--- config.mk ---
export PLATFORM = sky130hd
export DESIGN_NAME = spi_ram_burst
export DESIGN_NICKNAME = d
export VERILOG_FILES = /design/src/rtl/spi_ram_pkg.sv /design/src/rtl/spi_ram_burst_mem.sv /design/src/rtl/spi_ram_burst.sv
export SDC_FILE = /design/constraint.sdc
export NUM_CORES = 2
export LEC_CHECK = 0
export ABC_AREA = 1
export CORE_MARGIN = 5
export CORE_UTILIZATION = 45
export CTS_CLUSTER_DIAMETER = 40
export DETAILED_ROUTE_END_ITERATION = 8
export PLACE_DENSITY = 0.57
export SKIP_CTS_REPAIR_TIMING = 1
export SYNTH_ARGS = -nofsm -noshare
export SYNTH_HDL_FRONTEND = slang
export SYNTH_SLANG_ARGS = --single-unit
--- constraint.sdc ---
create_clock -name clk -period 4.1 [get_ports clk]
set_clock_uncertainty 0.15 [all_clocks]
set_input_delay 0.82 -clock clk [delete_from_list [all_inputs] [get_ports clk]]
set_output_delay 0.82 -clock clk [all_outputs]
set_load 0.005 [all_outputs]
--- src/rtl/spi_ram_pkg.sv ---
// Shared command encoding, FSM state type and address helper for the SPI-facing burst RAM.
package spi_ram_pkg;

    typedef enum logic [1:0] {
        WR_ADDR = 2'b00,
        WR_DATA = 2'b01,
        RD_ADDR = 2'b10,
        RD_DATA = 2'b11
    } cmd_e;

    typedef enum logic [0:0] {
        IDLE  = 1'b0,
        CLEAR = 1'b1
    } state_e;

    // Increment with wrap at depth-1; callers truncate to their address width.
    function automatic logic [31:0] next_addr(input logic [31:0] addr, input logic [31:0] depth);
        return (addr == depth - 32'd1) ? 32'd0 : addr + 32'd1;
    endfunction

endpackage

--- src/rtl/spi_ram_burst_mem.sv ---
// Single-port-style 1R1W storage array with a registered, holding read port.
module spi_ram_mem
    import spi_ram_pkg::*;
#(
    parameter int MEM_DEPTH  = 256,
    parameter int DATA_WIDTH = 8,
    parameter int ADDR_SIZE  = $clog2(MEM_DEPTH)
) (
    input  logic                  clk,
    input  logic                  rst_n,
    input  logic                  we,
    input  logic [ADDR_SIZE-1:0]  waddr,
    input  logic [DATA_WIDTH-1:0] wdata,
    input  logic                  re,
    input  logic [ADDR_SIZE-1:0]  raddr,
    output logic [DATA_WIDTH-1:0] rdata
);

    logic [DATA_WIDTH-1:0] mem_q [MEM_DEPTH];
    logic [DATA_WIDTH-1:0] rdata_q, rdata_d;

    // Array contents are deliberately left unreset.
    always_ff @(posedge clk) begin
        if (we) begin
            mem_q[waddr] <= wdata;
        end
    end

    always_comb begin
        rdata_d = rdata_q;
        if (re) begin
            rdata_d = mem_q[raddr];
        end
    end

    always_ff @(posedge clk or negedge rst_n) begin
        if (!rst_n) begin
            rdata_q <= '0;
        end else begin
            rdata_q <= rdata_d;
        end
    end

    assign rdata = rdata_q;

endmodule

--- src/rtl/spi_ram_burst.sv ---
// Command decode, burst pointers, sticky error and optional power-on clear (SPI_RAM_CLEAR_EN)
// in front of the spi_ram_mem storage array.
module spi_ram_burst
    import spi_ram_pkg::*;
#(
    parameter int MEM_DEPTH  = 256,
    parameter int DATA_WIDTH = 8
) (
    input  logic                  clk,
    input  logic                  rst_n,
    input  logic                  rx_valid,
    input  logic [DATA_WIDTH+1:0] rx_data,
    output logic                  tx_valid,
    output logic [DATA_WIDTH-1:0] tx_data,
    output logic                  busy,
    output logic                  err
);

    localparam int          ADDR_SIZE = $clog2(MEM_DEPTH);
    localparam logic [31:0] DEPTH_W   = 32'(MEM_DEPTH);

    logic [ADDR_SIZE-1:0]  wr_addr_q, wr_addr_d;
    logic [ADDR_SIZE-1:0]  rd_addr_q, rd_addr_d;
    logic                  rd_armed_q, rd_armed_d;
    logic                  err_q, err_d;
    logic                  tx_valid_q, tx_valid_d;

    logic                  mem_we, mem_re;
    logic [ADDR_SIZE-1:0]  mem_waddr;
    logic [DATA_WIDTH-1:0] mem_wdata;

    logic [1:0]            cmd;
    logic [DATA_WIDTH-1:0] payload;
    logic                  addr_hi_set;

    assign cmd         = rx_data[DATA_WIDTH+1:DATA_WIDTH];
    assign payload     = rx_data[DATA_WIDTH-1:0];
    // Address commands still take the low bits even when upper payload bits flag an error.
    assign addr_hi_set = |(payload >> ADDR_SIZE);

`ifdef SPI_RAM_CLEAR_EN
    localparam logic [0:0]           S_IDLE    = IDLE;
    localparam logic [0:0]           S_CLEAR   = CLEAR;
    localparam logic [ADDR_SIZE-1:0] LAST_ADDR = ADDR_SIZE'(MEM_DEPTH - 1);

    logic [0:0]           state_q, state_d;
    logic [ADDR_SIZE-1:0] clr_cnt_q, clr_cnt_d;

    assign busy = (state_q == S_CLEAR);
`else
    assign busy = 1'b0;
`endif

    always_comb begin
        wr_addr_d  = wr_addr_q;
        rd_addr_d  = rd_addr_q;
        rd_armed_d = rd_armed_q;
        err_d      = err_q;
        tx_valid_d = 1'b0;
        mem_we     = 1'b0;
        mem_re     = 1'b0;
        mem_waddr  = wr_addr_q;
        mem_wdata  = payload;
`ifdef SPI_RAM_CLEAR_EN
        state_d    = state_q;
        clr_cnt_d  = clr_cnt_q;
        if (state_q == S_CLEAR) begin
            mem_we    = 1'b1;
            mem_waddr = clr_cnt_q;
            mem_wdata = '0;
            clr_cnt_d = ADDR_SIZE'(next_addr(32'(clr_cnt_q), DEPTH_W));
            if (clr_cnt_q == LAST_ADDR) begin
                state_d = S_IDLE;
            end
            if (rx_valid) begin
                err_d = 1'b1;
            end
        end else
`endif
        if (rx_valid) begin
            case (cmd_e'(cmd))
                WR_ADDR: begin
                    wr_addr_d = payload[ADDR_SIZE-1:0];
                    if (addr_hi_set) err_d = 1'b1;
                end
                WR_DATA: begin
                    mem_we    = 1'b1;
                    wr_addr_d = ADDR_SIZE'(next_addr(32'(wr_addr_q), DEPTH_W));
                end
                RD_ADDR: begin
                    rd_addr_d  = payload[ADDR_SIZE-1:0];
                    rd_armed_d = 1'b1;
                    if (addr_hi_set) err_d = 1'b1;
                end
                RD_DATA: begin
                    if (rd_armed_q) begin
                        mem_re     = 1'b1;
                        tx_valid_d = 1'b1;
                        rd_addr_d  = ADDR_SIZE'(next_addr(32'(rd_addr_q), DEPTH_W));
                    end else begin
                        err_d = 1'b1;
                    end
                end
                default: ;
            endcase
        end
    end

    always_ff @(posedge clk or negedge rst_n) begin
        if (!rst_n) begin
            wr_addr_q  <= '0;
            rd_addr_q  <= '0;
            rd_armed_q <= 1'b0;
            err_q      <= 1'b0;
            tx_valid_q <= 1'b0;
        end else begin
            wr_addr_q  <= wr_addr_d;
            rd_addr_q  <= rd_addr_d;
            rd_armed_q <= rd_armed_d;
            err_q      <= err_d;
            tx_valid_q <= tx_valid_d;
        end
    end

`ifdef SPI_RAM_CLEAR_EN
    always_ff @(posedge clk or negedge rst_n) begin
        if (!rst_n) begin
            state_q   <= S_CLEAR;
            clr_cnt_q <= '0;
        end else begin
            state_q   <= state_d;
            clr_cnt_q <= clr_cnt_d;
        end
    end
`endif

    spi_ram_mem #(
        .MEM_DEPTH (MEM_DEPTH),
        .DATA_WIDTH(DATA_WIDTH),
        .ADDR_SIZE (ADDR_SIZE)
    ) u_mem (
        .clk  (clk),
        .rst_n(rst_n),
        .we   (mem_we),
        .waddr(mem_waddr),
        .wdata(mem_wdata),
        .re   (mem_re),
        .raddr(rd_addr_q),
        .rdata(tx_data)
    );

    assign tx_valid = tx_valid_q;
    assign err      = err_q;

endmodule

==> Word-level counts from Yosys, hierarchy flattened <==
Memory sizes are Yosys's and may differ from the RTL's. A register that Yosys moved wholly into a read port is not among the register bits.
Index checks and enable logic that the tools add are counted.
{ "word_totals": {"mem_count": 1, "out_inout_bits": 11, "regBits": 19, "wordCells": 35, "ram_bits": 2048, "rom_bits": 0, "inputBits": 13, "latch_bits": 0} }
{ "memory_table": {"columns": ["name", "words", "word_bits", "rd", "rd_clocked_by_memory_dff", "write_ports", "line", "source"], "rows": [
  ["u_mem.mem_q", 256, 8, 1, 1, 1, "spi_ram_burst_mem.sv:19", "logic [DATA_WIDTH-1:0] mem_q [MEM_DEPTH];"]
]} }
{ "op_classes": {"n_mul": 0, "n_lt_le_gt_ge": 0, "muxes": 12, "n_div": 0, "reduce_logical": 8, "bitwise_logic": 1, "shift": 0, "addsub": 2, "eq_ne": 6} }
{ "op_table": {"columns": ["cell", "n"], "rows": [
  ["case mux 8 bit (2 select lines)", 2],
  ["2-to-1 mux 8 bit", 3],
  ["adder 8 x 1 -> 8 bit, second input constant", 2],
  ["equality test 8 bit, second input constant", 2],
  ["2-to-1 mux 1 bit", 7],
  ["AND reduction 3 bit", 2],
  ["equality test 2 bit, second input constant", 2],
  ["AND reduction 2 bit", 2],
  ["nonzero test 2 bit", 2],
  ["equality test 2 x 1 -> 1 bit, second input constant", 1],
  ["zero test 2 bit", 1],
  ["!= test 2 bit, second input constant", 1],
  ["zero test 1 bit", 1],
  ["NOT 1 bit", 1]
]} }

==> Depth between registers and ports, before layout <==
{ "logic_depth": {"ltp_word": 5, "mapped_depth": 16, "ltp_nobuf": 13} }

==> By module <==
Synthesis repeated with hierarchy kept, for this count alone.
{ "hier_totals": {"hier_cells": 7167, "hier_area_um2": 84721.3} }
{ "modules_own_cells": {"columns": ["module", "instances", "area_per_inst_um2", "cells_per_inst"], "rows": [
  ["spi_ram_mem", 1, 83525.1, 7004],
  ["spi_ram_burst", 1, 1196.1, 163]
]} }

==> Worst setup path after synthesis <==
OpenSTA, ideal clock, no wires.
{ "synth_timing": {"path_type": "input -> register", "from": "input port rx_data[8]", "to": "memory u_mem.mem_q[160][0] (enable)", "n_path_buf": 1, "slack_ns": 1.147, "t_arrival_ns": 2.420, "path_stages": 7, "path_cell_list": "inv_1 nor2_2 inv_1 nor4_1 nand2_1 clkbuf_1 nor3_1"} }
{ "synth_between": {"elab_chain_cells": 5} }
{ "synth_rtl": {"columns": ["item", "line", "source"], "rows": [
  ["from (decl)", "spi_ram_burst.sv:12", "input logic [DATA_WIDTH+1:0] rx_data,"],
  ["equality test 2 x 1 -> 1 bit", "spi_ram_burst.sv:81", "case (cmd_e'(cmd))"],
  ["2-to-1 mux 1 bit", "spi_ram_burst.sv:81", null],
  ["2-to-1 mux 1 bit", "spi_ram_burst.sv:80", "if (rx_valid) begin"],
  ["2-to-1 mux 1 bit", "spi_ram_burst_mem.sv:24", "if (we) begin"],
  ["2-to-1 mux 1 bit (not written as such)", "spi_ram_burst_mem.sv:25", "mem_q[waddr] <= wdata;"],
  ["to (decl)", "spi_ram_burst_mem.sv:19", null]
]} }
Every way passes these cells.

==> results.toml <==
[pwr]
combPwrFrac = 0.128
p_int_mw = 42.2
leakagePower_nw = 40.5
ir_drop_v = 0.000348
seqPwrFrac = 0.409
power_switching_mw = 15.5
switching_share = 0.269
power_mw = 57.6
clock_power_share = 0.463
powerDensity_mw_per_mm2 = 550

[cells_and_area]
final_common_cell = "nand2_1"
final-seq-area_sq_mm = 0.0622
nets = 8363
area_growth_pct = 17.4
multi_input_area_sq_mm = 0.0217
design_area_sq_mm = 0.105
final_cell_mix = "nand2_1 (2,530), edfxtp_1 (2,048), nand3_1 (740)"
nFillCells = 17100
layout-drive-gt1-share = 0.133

[critical_path]
worstSetupPathType = "reg -> reg"
critical_path_depth = 12
crit_slowest_cell = "dfrtp_4"
worst_path_largest_cell_delay_ns = 0.85
cp.required_ns = 4.75
r2r_cells = 12
path_buf_inv = 1
crit_path_frequent_cell = "nand3_1"
crit_chain = "buf_12 -> nand2_1 -> nand3_1 -> nand2_1 -> nand2_1 -> nand3_1 -> nand3_1 -> nand3_1 -> nand3_1 -> nand3_1 -> nand3_1 -> nand2_1"
cp-start-kind = "register"
end_kind = "register"
crit_fanout = 196
critPathTopFamily = "simple AND/OR/NAND/NOR gates"
arrival_ns = 4.12
timing.rr.start = "rd_addr_q[0]"
startpoint = "rd_addr_q[0]"

[global_routing]
grt_max_degree = 197
grt-ovfl-total = 0
grt_usage = 0.237
grt_pass1_vias = 58100
grt_pass1_wl_um = 369000
antenna_found_initial = 5

[floorplan]
initial_core_util = 0.452
die_height_um = 455
dieArea_sq_mm = 0.207
fp-row-count = 163
io-pin-count = 24
die_x_um = 455
core-area_sq_mm = 0.197

[cts]
htree_levels = 5
cts-root-buf = "clkbuf_16"
cts.clk_slew.worst_paths_ns = 0.06
numCtsBuffers = 319
cts_sinks = 2075
clk_latency_ns = 0.91
cts_tree = "done"
cts_max_path_buffers = 4

[route]
drt_iter0_drc = 6089
first_pass_iters = 6
vias_per_cell = 5.28
drtAntennaViolNets = 0
drt-total-wl_um = 248000
vias = 59400
routedWlPerCell_um = 22.1
drc = 0

[sta]
fin_crit_sh = 0.846
setup_viol_count_final = 0
tightest_slew_ns = 1.08
fmax_mhz = 288
min_period_ns = 3.47
hold_ws_ns = 0.229
finalWorstSetupSlack_ns = 0.632
slew_headroom = 0.276
finalMaxSlewViolations = 0
hold_viol_final = 0
grt_setup_unrepaired = "false"
tns_ns = 0

[yosys]
ys_seq_elements = 2075
yosysTopAreaCellShare = 0.689
synthCells = 8073
synth_fp_nets = 8091
synth-seq-area-share = 0.697
synthTopCellsByArea = "edfxtp_1 (69%), nand2_1 (11%), nand3_1 (4.2%), inv_1 (3.0%), nor2_1 (1.9%)"
synth.distinct_cells = 40
synth_area_per_cell_sq_um = 11.1
synth_area_leader_cell = "edfxtp_1"
syn-cell-area_sq_mm = 0.0892
yosysWarningCount = 0

[min_path]
holdCritPathClass = "in -> reg"
hold_path_depth = 1
hp-start = "rx_data[1]"

[placement]
placed_area_sq_mm = 0.0941
port_buffers = 22
place_ws_ns = 0.170
hpwlAfterDp_um = 148000
gp_congestion = 0.873

[flow_run]
cap_violations = 0

[outcome]
status = "finished, final reports clean"
[layer usage]
layer  share of wire  up-vias  GRT usage
met1            0.43    28800      0.331
met5               0        -          0
met2            0.47     2129      0.377
met4           0.038        0     0.0918
met3           0.065      466     0.0353
li1                -    27900          -
[registers in the layout (all words and copies together), names as in the netlist]
name and cells:
u_mem.mem_q 2048, rd_addr_q 8, tx_valid 1, rd_armed_q 1
mem_waddr 8, err 1, u_mem.rdata 8
[kinds of logic after synthesis]
group,synth area share
buf+inv,0.0601
xor+xnor,0.000196
other cells,0.0000420
simple gates,0.206
flops,0.697
fa+ha+maj,0.000701
compound gates,0.0366
[Yosys cell counts (all sizes together)]
cell type,number
a311oi,1
nand4,8
a22oi,5
inv,712
o32ai,1
conb,1
nor3,352
o211ai,161
clkinv,3
ha,5
a32o,1
clkbuf,178
buf,311
a31o,1
nor4,1
edfxtp,2048
nand3b,1
dfrtp,27
nor2,464
xor2,2
o22ai,2
nand3,744
a21oi,177
nand2,2534
or2,120
o21ai,205
a31oi,8
[power groups by stage]
stage	clock network (mW)	logic, mW	registers (mW)
finish	26.7	7.40	23.5
global route	28.1	8.07	23.5
CTS	27.1	7.37	23.5
detailed placement	0	7.34	24.0
global placement	0	7.32	24.0
floorplan	0	4.77	23.9
[per-stage QoR]
step,util,std cells
final,0.531,11200
after global routing,0.531,11200
after CTS,0.531,11200
after detailed placement,0.477,10700
after global placement,0.477,10700
after floorplan,-,8073
[path summary, 6_finish.rpt]
check / end / slack (ns)
min in group asynchronous: rd_addr_q[4] / 0.34
min: u_mem.mem_q[118][1] / 0.23
max: u_mem.rdata[1] / 0.63
max in group asynchronous: mem_waddr[6] / 2.67
min reg2reg: rd_armed_q / 0.37
max reg2reg: u_mem.rdata[1] / 0.63
[worst register-to-register path: stages (launching register included)]
cell	delay [ns]
dfrtp_4	0.85
buf_12	0.57
nand2_1	0.37
nand3_1	0.15
nand2_1	0.14
nand2_1	0.10
nand3_1	0.08
nand3_1	0.09
nand3_1	0.23
nand3_1	0.32
nand3_1	0.16
nand3_1	0.11
nand2_1	0.05
[area by class of cell]
class / count / share of cell area
clock inverter: 212 / 0.0217
multi-input combinational: 4794 / 0.207
tap: 2640 / 0.0315
clock buffer: 355 / 0.0794
timing repair buffer: 440 / 0.0401
sequential: 2075 / 0.594
antenna: 4 / 0.0000956
inverter: 715 / 0.0259
Power figures use the tool's default switching activity.
